File: config.mk
export PLATFORM = sky130hd
export DESIGN_NAME = adcfifo_ctrl
export DESIGN_NICKNAME = d
export VERILOG_FILES = /design/src/rtl/adcfifo_pkg.sv /design/src/rtl/adcfifo_rdvld_pipe.sv /design/src/rtl/adcfifo_ctrl.sv
export SDC_FILE = /design/constraint.sdc
export NUM_CORES = 1
export LEC_CHECK = 0
export CAP_MARGIN = 40
export CORE_AREA = 2 2 99 73
export CTS_BUF_LIST = sky130_fd_sc_hd__clkbuf_2 sky130_fd_sc_hd__clkbuf_4 sky130_fd_sc_hd__clkbuf_8
export DETAILED_ROUTE_END_ITERATION = 8
export DIE_AREA = 0 0 101 75
export PLACE_DENSITY = 0.77
export SYNTH_ARGS = -nofsm -noshare
export SYNTH_HDL_FRONTEND = slang
export SYNTH_SLANG_ARGS = --single-unit
File: constraint.sdc
create_clock -name CLOCK -period 2.4 [get_ports CLOCK]
set_input_delay 0.24 -clock CLOCK [delete_from_list [all_inputs] [get_ports CLOCK]]
set_output_delay 0.24 -clock CLOCK [all_outputs]
set_load 0.01 [all_outputs]
File: src/rtl/adcfifo_pkg.sv
// rtl/adcfifo_pkg.sv - shared constants and types for the ADC sample-buffer FIFO controller
package adcfifo_pkg;

    localparam int FIFO_WIDTH      = 32;
    localparam int FIFO_AW         = 7;
    localparam int FIFO_DEPTH      = 2 ** FIFO_AW;
    localparam int FIFO_AFULL_LVL  = 120;
    localparam int FIFO_AEMPTY_LVL = 8;

    // Occupancy needs one bit more than the address to represent a full buffer
    typedef logic [FIFO_AW:0] fifo_count_t;

endpackage

File: src/rtl/adcfifo_rdvld_pipe.sv
// rtl/adcfifo_rdvld_pipe.sv - read-valid delay line matching the RAM read latency
module adcfifo_rdvld_pipe #(
    parameter int RD_LAT = 1
) (
    input  logic clk,
    input  logic resetn,
    input  logic in_vld,
    output logic out_vld
);

    logic [RD_LAT-1:0] vld_sr;

    // Shift accepted pops toward the output; reset discards every pending strobe
    always_ff @(posedge clk) begin
        if (!resetn) begin
            vld_sr <= '0;
        end else begin
            vld_sr <= (vld_sr << 1) | RD_LAT'(in_vld);
        end
    end

    assign out_vld = vld_sr[RD_LAT-1];

endmodule

File: src/rtl/adcfifo_ctrl.sv
// rtl/adcfifo_ctrl.sv - single-clock FIFO controller for the 32x128 ADC sample-buffer LSRAM
module adcfifo_ctrl
    import adcfifo_pkg::*;
#(
    parameter int WIDTH      = FIFO_WIDTH,
    parameter int AW         = FIFO_AW,
    parameter int AFULL_LVL  = FIFO_AFULL_LVL,
    parameter int AEMPTY_LVL = FIFO_AEMPTY_LVL,
    parameter int RD_LAT     = 1
) (
    input  logic             CLOCK,
    input  logic             RESET_N,
    input  logic             WE,
    input  logic [WIDTH-1:0] DATA,
    input  logic             RE,
    output logic [WIDTH-1:0] Q,
    output logic             DVLD,
    output logic             FULL,
    output logic             EMPTY,
    output logic             AFULL,
    output logic             AEMPTY,
    output logic             OVERFLOW,
    output logic             UNDERFLOW,
    output logic [AW:0]      WRCNT,
    output logic [WIDTH-1:0] RAM_WDATA,
    output logic [AW-1:0]    RAM_WADDR,
    output logic             RAM_WEN,
    output logic [AW-1:0]    RAM_RADDR,
    output logic             RAM_REN,
    input  logic [WIDTH-1:0] RAM_RDATA
);

    localparam int DEPTH = 2 ** AW;

    logic [AW-1:0] wptr;
    logic [AW-1:0] rptr;
    logic [AW:0]   count;
    logic [AW:0]   count_next;
    logic          wr_ok;
    logic          rd_ok;

    // Accept against the registered flags; nothing reaches the RAM while reset is held
    always_comb begin
        wr_ok = WE & ~FULL & RESET_N;
        rd_ok = RE & ~EMPTY & RESET_N;
    end

    // Next occupancy: a simultaneous accepted push and pop cancel out
    always_comb begin
        count_next = count;
        case ({wr_ok, rd_ok})
            2'b10:   count_next = count + (AW+1)'(1);
            2'b01:   count_next = count - (AW+1)'(1);
            default: count_next = count;
        endcase
    end

    // Pointers wrap naturally at DEPTH because their width is exactly AW
    always_ff @(posedge CLOCK) begin
        if (!RESET_N) begin
            wptr <= '0;
            rptr <= '0;
        end else begin
            if (wr_ok) wptr <= wptr + AW'(1);
            if (rd_ok) rptr <= rptr + AW'(1);
        end
    end

    // Occupancy and flags are registered from next-count so they line up with WRCNT
    always_ff @(posedge CLOCK) begin
        if (!RESET_N) begin
            count  <= '0;
            FULL   <= 1'b0;
            EMPTY  <= 1'b1;
            AFULL  <= 1'b0;
            AEMPTY <= 1'b1;
        end else begin
            count  <= count_next;
            FULL   <= (count_next == (AW+1)'(DEPTH));
            EMPTY  <= (count_next == '0);
            AFULL  <= (count_next >= (AW+1)'(AFULL_LVL));
            AEMPTY <= (count_next <= (AW+1)'(AEMPTY_LVL));
        end
    end

    // Rejected requests produce a one-cycle pulse the following cycle
    always_ff @(posedge CLOCK) begin
        if (!RESET_N) begin
            OVERFLOW  <= 1'b0;
            UNDERFLOW <= 1'b0;
        end else begin
            OVERFLOW  <= WE & FULL;
            UNDERFLOW <= RE & EMPTY;
        end
    end

    adcfifo_rdvld_pipe #(
        .RD_LAT (RD_LAT)
    ) u_rdvld_pipe (
        .clk     (CLOCK),
        .resetn  (RESET_N),
        .in_vld  (rd_ok),
        .out_vld (DVLD)
    );

    // RAM side is a direct view of the pointers and accept strobes
    always_comb begin
        RAM_WDATA = DATA;
        RAM_WADDR = wptr;
        RAM_WEN   = wr_ok;
        RAM_RADDR = rptr;
        RAM_REN   = rd_ok;
        Q         = RAM_RDATA;
        WRCNT     = count;
    end

endmodule
### Word level (Yosys, flattened, before mapping)

Cells that the tools add are included.
W data, S select, Z words.

| storage, ports and cells | value |
|---|---|
| input port bits | 68 |
| register bits | 29 |
| logic and storage cells | 29 |
| output and inout bits | 95 |

| cells by class | value |
|---|---|
| add/subtract/negate cells | 4 |
| order comparisons | 2 |
| reductions and logical operators | 1 |
| equality and inequality tests | 3 |
| mux-type cells | 1 |
| bitwise gates (word level) | 8 |

Operators by type and width:

| operator | count |
|---|---|
| $pmux W8 S2 | 1 |
| $add A7 B1 Y7 const B | 2 |
| $add A8 B1 Y8 const B | 1 |
| $eq A8 B8 Y1 const B | 1 |
| $ge A8 B7 Y1 const B | 1 |
| $le A8 B4 Y1 const B | 1 |
| $logic_not A8 Y1 | 1 |
| $sub A8 B1 Y8 const B | 1 |
| $and A1 B1 Y1 | 6 |
| $eq A2 B1 Y1 const B | 1 |
| $eq A2 B2 Y1 const B | 1 |
| $not A1 Y1 | 2 |

### Longest topological paths before layout

| logic depth | value |
|---|---|
| word-level depth | 6 |
| gate-level depth with buffers | 13 |
| depth with buffers taken out | 12 |

### Cells and area by module

From an unflattened synthesis, not the netlist that was laid out.

| unflattened totals | value |
|---|---|
| cell total of the unflattened synthesis | 220 |
| area, all modules | 1925.6 um^2 |

By module, submodules not included:

| module | instances | seq. area each (um^2) | area each (um^2) | cells each |
|---|---|---|---|---|
| adcfifo_ctrl | 1 | 560.5 | 1899.3 | 218 |
| adcfifo_rdvld_pipe | 1 | 20.0 | 26.3 | 2 |

### Worst setup path before layout

Ideal clock, no wire load.

| path | value |
|---|---|
| path type | flip-flop to flip-flop |
| start | reg EMPTY |
| end | reg AEMPTY |
| buffers on the path | 0 |
| period minus slack after synthesis | 2.831 ns |
| setup time | 0.084 ns |
| data arrival time | 2.747 ns |
| cell stages (with the launch flop) | 10 |
| data required time | 2.316 ns |
| slack | -0.431 ns |
| cells stage by stage | dfxtp_1 > nor2_1 > ha_1 > ha_1 > nor2b_4 > o31a_1 > or3_4 > a31oi_4 > nand3_1 > o31ai_2 |

| on the way | value |
|---|---|
| cells in the longest elaborated chain, start to end | 6 |
| elaborated cells between the ends (all ways) | 7 |
| classes of those cells | order compare: 1; eq/ne: 2; mux: 1; bitwise: 3 |

RTL lines:

| element | RTL line | source |
|---|---|---|
| from (decl) | adcfifo_ctrl.sv:19 | `output logic EMPTY,` |
| from (signal assigned) | adcfifo_ctrl.sv:80 | `EMPTY <= (count_next == '0);` |
| $not A1 Y1 (*) | adcfifo_ctrl.sv:45 | `rd_ok = RE & ~EMPTY & RESET_N;` |
| $and A1 B1 Y1 (*) (2 in series) | adcfifo_ctrl.sv:45 |  |
| via RAM_REN | adcfifo_ctrl.sv:29 | `output logic RAM_REN,` |
| $eq A2 B1 Y1 or $eq A2 B2 Y1 (tied branches) | adcfifo_ctrl.sv:51 | `case ({wr_ok, rd_ok})` |
| $pmux W8 S2 (*) | adcfifo_ctrl.sv:51 |  |
| $le A8 B4 Y1 (*) | adcfifo_ctrl.sv:82 | `AEMPTY <= (count_next <= (AW+1)'(AEMPTY_LVL));` |
| to (signal assigned) | adcfifo_ctrl.sv:82 |  |
| to (decl) | adcfifo_ctrl.sv:21 | `output logic AEMPTY,` |

The timed path passes the listed nets; every way through them passes the cells marked *.
A chain may end at the register's enable or synchronous reset.

### Final worst setup path

| path | value |
|---|---|
| start | reg FULL |
| end | reg FULL |

| on the way | value |
|---|---|
| cells in the longest elaborated chain, start to end | 6 |
| elaborated cells between the ends (all ways) | 7 |
| classes of those cells | eq/ne: 3; mux: 1; bitwise: 3 |

RTL lines:

| element | RTL line | source |
|---|---|---|
| from (decl) | adcfifo_ctrl.sv:18 | `output logic FULL,` |
| from (signal assigned) | adcfifo_ctrl.sv:79 | `FULL <= (count_next == (AW+1)'(DEPTH));` |
| $not A1 Y1 (*) | adcfifo_ctrl.sv:44 | `wr_ok = WE & ~FULL & RESET_N;` |
| $and A1 B1 Y1 (*) (2 in series) | adcfifo_ctrl.sv:44 |  |
| $eq A2 B1 Y1 or $eq A2 B2 Y1 (tied branches) | adcfifo_ctrl.sv:51 |  |
| $pmux W8 S2 (*) | adcfifo_ctrl.sv:51 |  |
| $eq A8 B8 Y1 (*) | adcfifo_ctrl.sv:79 |  |

Mark *: on every way between the ends. The rest lies on a longest branch, timed or not.

==> flow_metrics.env <==
export IMPL_crit_path_end_kind="flop"
export IMPL_crit_required_ns=2.61
export IMPL_clock_skew_ns=0.00472
export IMPL_die_h_um=75
export IMPL_drive_gt1_share_pct=28.3
export IMPL_synth_seq_area_share_pct=30.1
export IMPL_grt_antenna_before_repair=0
export IMPL_maxSlewViolCount=0
export IMPL_layout_worst_path_cycle_share_pct=95.8
export IMPL_avgSynthCellArea_um2=8.73
export IMPL_ys_warn_count=0
export IMPL_dr_pass1_iters=4
export IMPL_area_growth_syn_to_layout_pct=16.9
export IMPL_cts_root_buf="clkbuf_8"
export IMPL_critical_path_top_delay_family="simple AND/OR/NAND/NOR gates"
export IMPL_hold_path_class="input port to flop"
export IMPL_final_nets=296
export IMPL_drcViolationCount=0
export IMPL_fin_crit_ns=2.30
export IMPL_synth_flop_cell="dfxtp_1"
export IMPL_r2r_start="FULL"
export IMPL_synth_area_leaders="dfxtp_1 30%, buf_4 25%, ha_1 5.8%"
export IMPL_status="finished, final reports clean"
export IMPL_ys_ff_latch=29
export IMPL_tightest_slew_ns=0.349
export IMPL_setup_violations=0
export IMPL_crit_type="flop to flop"
export IMPL_grt_max_degree=15
export IMPL_dpl_hpwl_um=3130
export IMPL_hp_start="RESET_N"
export IMPL_clk_latency_ns=0.28
export IMPL_initialDrtViolationCount=49
export IMPL_core_area_um2=6570
export IMPL_syn_area_um2=1930
export IMPL_utilization_pct=34.3
export IMPL_clock_sinks=29
export IMPL_slew_headroom_pct=76.6
export IMPL_critical_path_buf_inv_count=1
export IMPL_yosysUniqueCellTypes=43
export IMPL_synth_cells=221
export IMPL_critPathMostFrequentCell="ha_4"
export IMPL_routed_wl_um=4130
export IMPL_critPathSlowestCell="dfxtp_4"
export IMPL_grt_first_pass_wirelength_um=6450
export IMPL_synth_top_cell_area_share_pct=30.1
export IMPL_rrSetupSlack_ns=0.10
export IMPL_ctsHoldBuffers=0
export IMPL_post_drt_wl_per_cell_um=13.8
export IMPL_crit_chain="nor2_4 -> inv_2 -> ha_4 -> ha_4 -> nor2b_4 -> o31a_1 -> or3_4 -> a31oi_4 -> nand4_1 -> nor3b_2"
export IMPL_antenna_left=0
export IMPL_synth_edf_count=0
export IMPL_gr_usage_met2_pct=15.3
export IMPL_hold_ws_ns=0.278
export IMPL_syn_nets=299
export IMPL_cp_max_fo=7
export IMPL_port_buffer_count=34
export IMPL_grtUsageTotal_pct=11.2
export IMPL_power_density_nw_per_um2=566
export IMPL_setup_worst_path_start="FULL"
export IMPL_slowest_delay_ns=0.35
export IMPL_io_pins=163
export IMPL_leakagePower_nw=0.925
export IMPL_fp_dieW_um=101
export IMPL_die_area_um2=7580
export IMPL_cts_tree="yes"
export IMPL_drv_cap=0
export IMPL_grt_pass1_vias=1324
export IMPL_met3_usage_pct=6.96
export IMPL_gp_congestion=0.901
export IMPL_ir_drop_v=0.000185
export IMPL_htreeDepth=2
export IMPL_cts_buffer_depth=2
export IMPL_ys_async_sr_fraction_pct=0
export IMPL_routed_via_count=1395
export IMPL_cts_buffers=5
export IMPL_busiest_layer="met2"
export IMPL_max_freq_mhz=435
export IMPL_power_total_mw=1.28
export IMPL_cp_start_kind="flop"
export IMPL_start_util_pct=29.4
export IMPL_grt_ovfl_total=0
export IMPL_antenna_cells=0
export IMPL_worstPathArrival_ns=2.51
export IMPL_via_per_inst=4.65
export IMPL_yosysTopAreaCell="dfxtp_1"
export IMPL_rows=25
export IMPL_clkSlewWorstSetupHoldPaths_ns=0.06
export IMPL_use_met1_pct=13.9
export IMPL_finalHoldViolCount=0
[routing by layer]
| layer | vias up | share of wire (%) |
|---|---|---|
| met5 | - | 0 |
| met4 | 0 | 2.3 |
| met3 | 18 | 11 |
| met2 | 72 | 40 |
| met1 | 632 | 47 |
| li1 | 673 | - |
[synth_stat cells (all sizes together) (2+ instances only)]
cell type,instances
buf,66
dfxtp,29
nor2,25
nand2,12
xor2,11
ha,9
o21ai,8
inv,7
nand4,7
a21oi,6
and3,5
a21o,3
a31oi,3
nor2b,3
or3,3
xnor2,3
a211oi,2
and2,2
clkbuf,2
mux2i,2
[worst min-delay path, cell delays in order]
cell      delay, ns
clkbuf_2       0.13
nand2_2        0.10
nor2_1         0.04
[per-stage QoR]
stage               std cells  cell area [um2]  worst slack [ns]  setup TNS, ns
floorplan                 221             2000          -0.00719       -0.00719
global placement          287             2070            -0.434          -2.61
detailed placement        287             2070            -0.505          -3.16
CTS                       296             2180            0.0809              0
global route              300             2250          -0.00157       -0.00157
finish                    300             2250             0.102              0
[cell type report]
| type | instances | area, um2 |
|---|---|---|
| inverter | 7 | 28.8 |
| sequential | 29 | 584 |
| timing repair buffer | 58 | 513 |
| multi-input combinational | 117 | 941 |
| tap | 81 | 101 |
| fill | 654 | 4310 |
| clock buffer | 5 | 68.8 |
| clock inverter | 3 | 17.5 |
[cell families (layout without fill, tap and decap cells)]
| group | count (synthesis) | in the layout | synth area share [%] |
|---|---|---|---|
| compound gates | 30 | 30 | 11.7 |
| mux | 2 | 2 | 1.23 |
| flops | 29 | 29 | 30.1 |
| fa+ha+maj | 10 | 10 | 6.87 |
| buf+inv | 75 | 73 | 27.5 |
| simple gates | 61 | 61 | 16.2 |
| xor+xnor | 14 | 14 | 6.36 |
[power breakdown]
part           switching, mW  total (mW)  leakage, nW  internal (mW)
Clock                  0.195       0.394       0.0439          0.199
Sequential            0.0318       0.540        0.237          0.508
Combinational          0.155       0.343        0.644          0.188
Total                  0.382        1.28        0.925          0.895
[path summary, 6_finish.rpt]
check,to,depth (start not counted)
worst max-delay path,FULL,10
worst min register to register,RAM_WADDR[1],2
worst min-delay path,u_rdvld_pipe.out_vld,3
worst max register to register,FULL,10
[layout by cell type, fill, tap and decap left out, types with 2 or more instances in the layout]
cell / n
clkbuf_8: 5
xor2_1: 11
dlygate4sd2_1: 2
ha_4: 4
nor2b_4: 2
or3_1: 2
a21o_1: 2
o21ai_1: 3
a211oi_1: 2
inv_1: 5
buf_4: 24
xnor2_1: 2
ha_1: 5
o21ai_0: 4
clkinv_2: 2
clkdlybuf4s50_1: 31
nor2_4: 2
nand4_1: 7
and3_1: 5
a21oi_1: 6
nor2_1: 23
nand2_1: 10
dfxtp_1: 28
[what timing repair did]
action	in CTS	in global routing
endpoints found under the hold margin	0	0
setup buffers	1	4
pin swaps	6	2
setup endpoints to repair	5	5
gates resized for setup	6	11
[flip-flops by register name (all words and copies together) (netlist names)]
register / cells
AEMPTY: 1
AFULL: 1
EMPTY: 1
FULL: 1
OVERFLOW: 1
RAM_RADDR: 7
RAM_WADDR: 7
UNDERFLOW: 1
WRCNT: 8
u_rdvld_pipe.out_vld: 1
No activity file was read; power rests on OpenSTA's default activity.
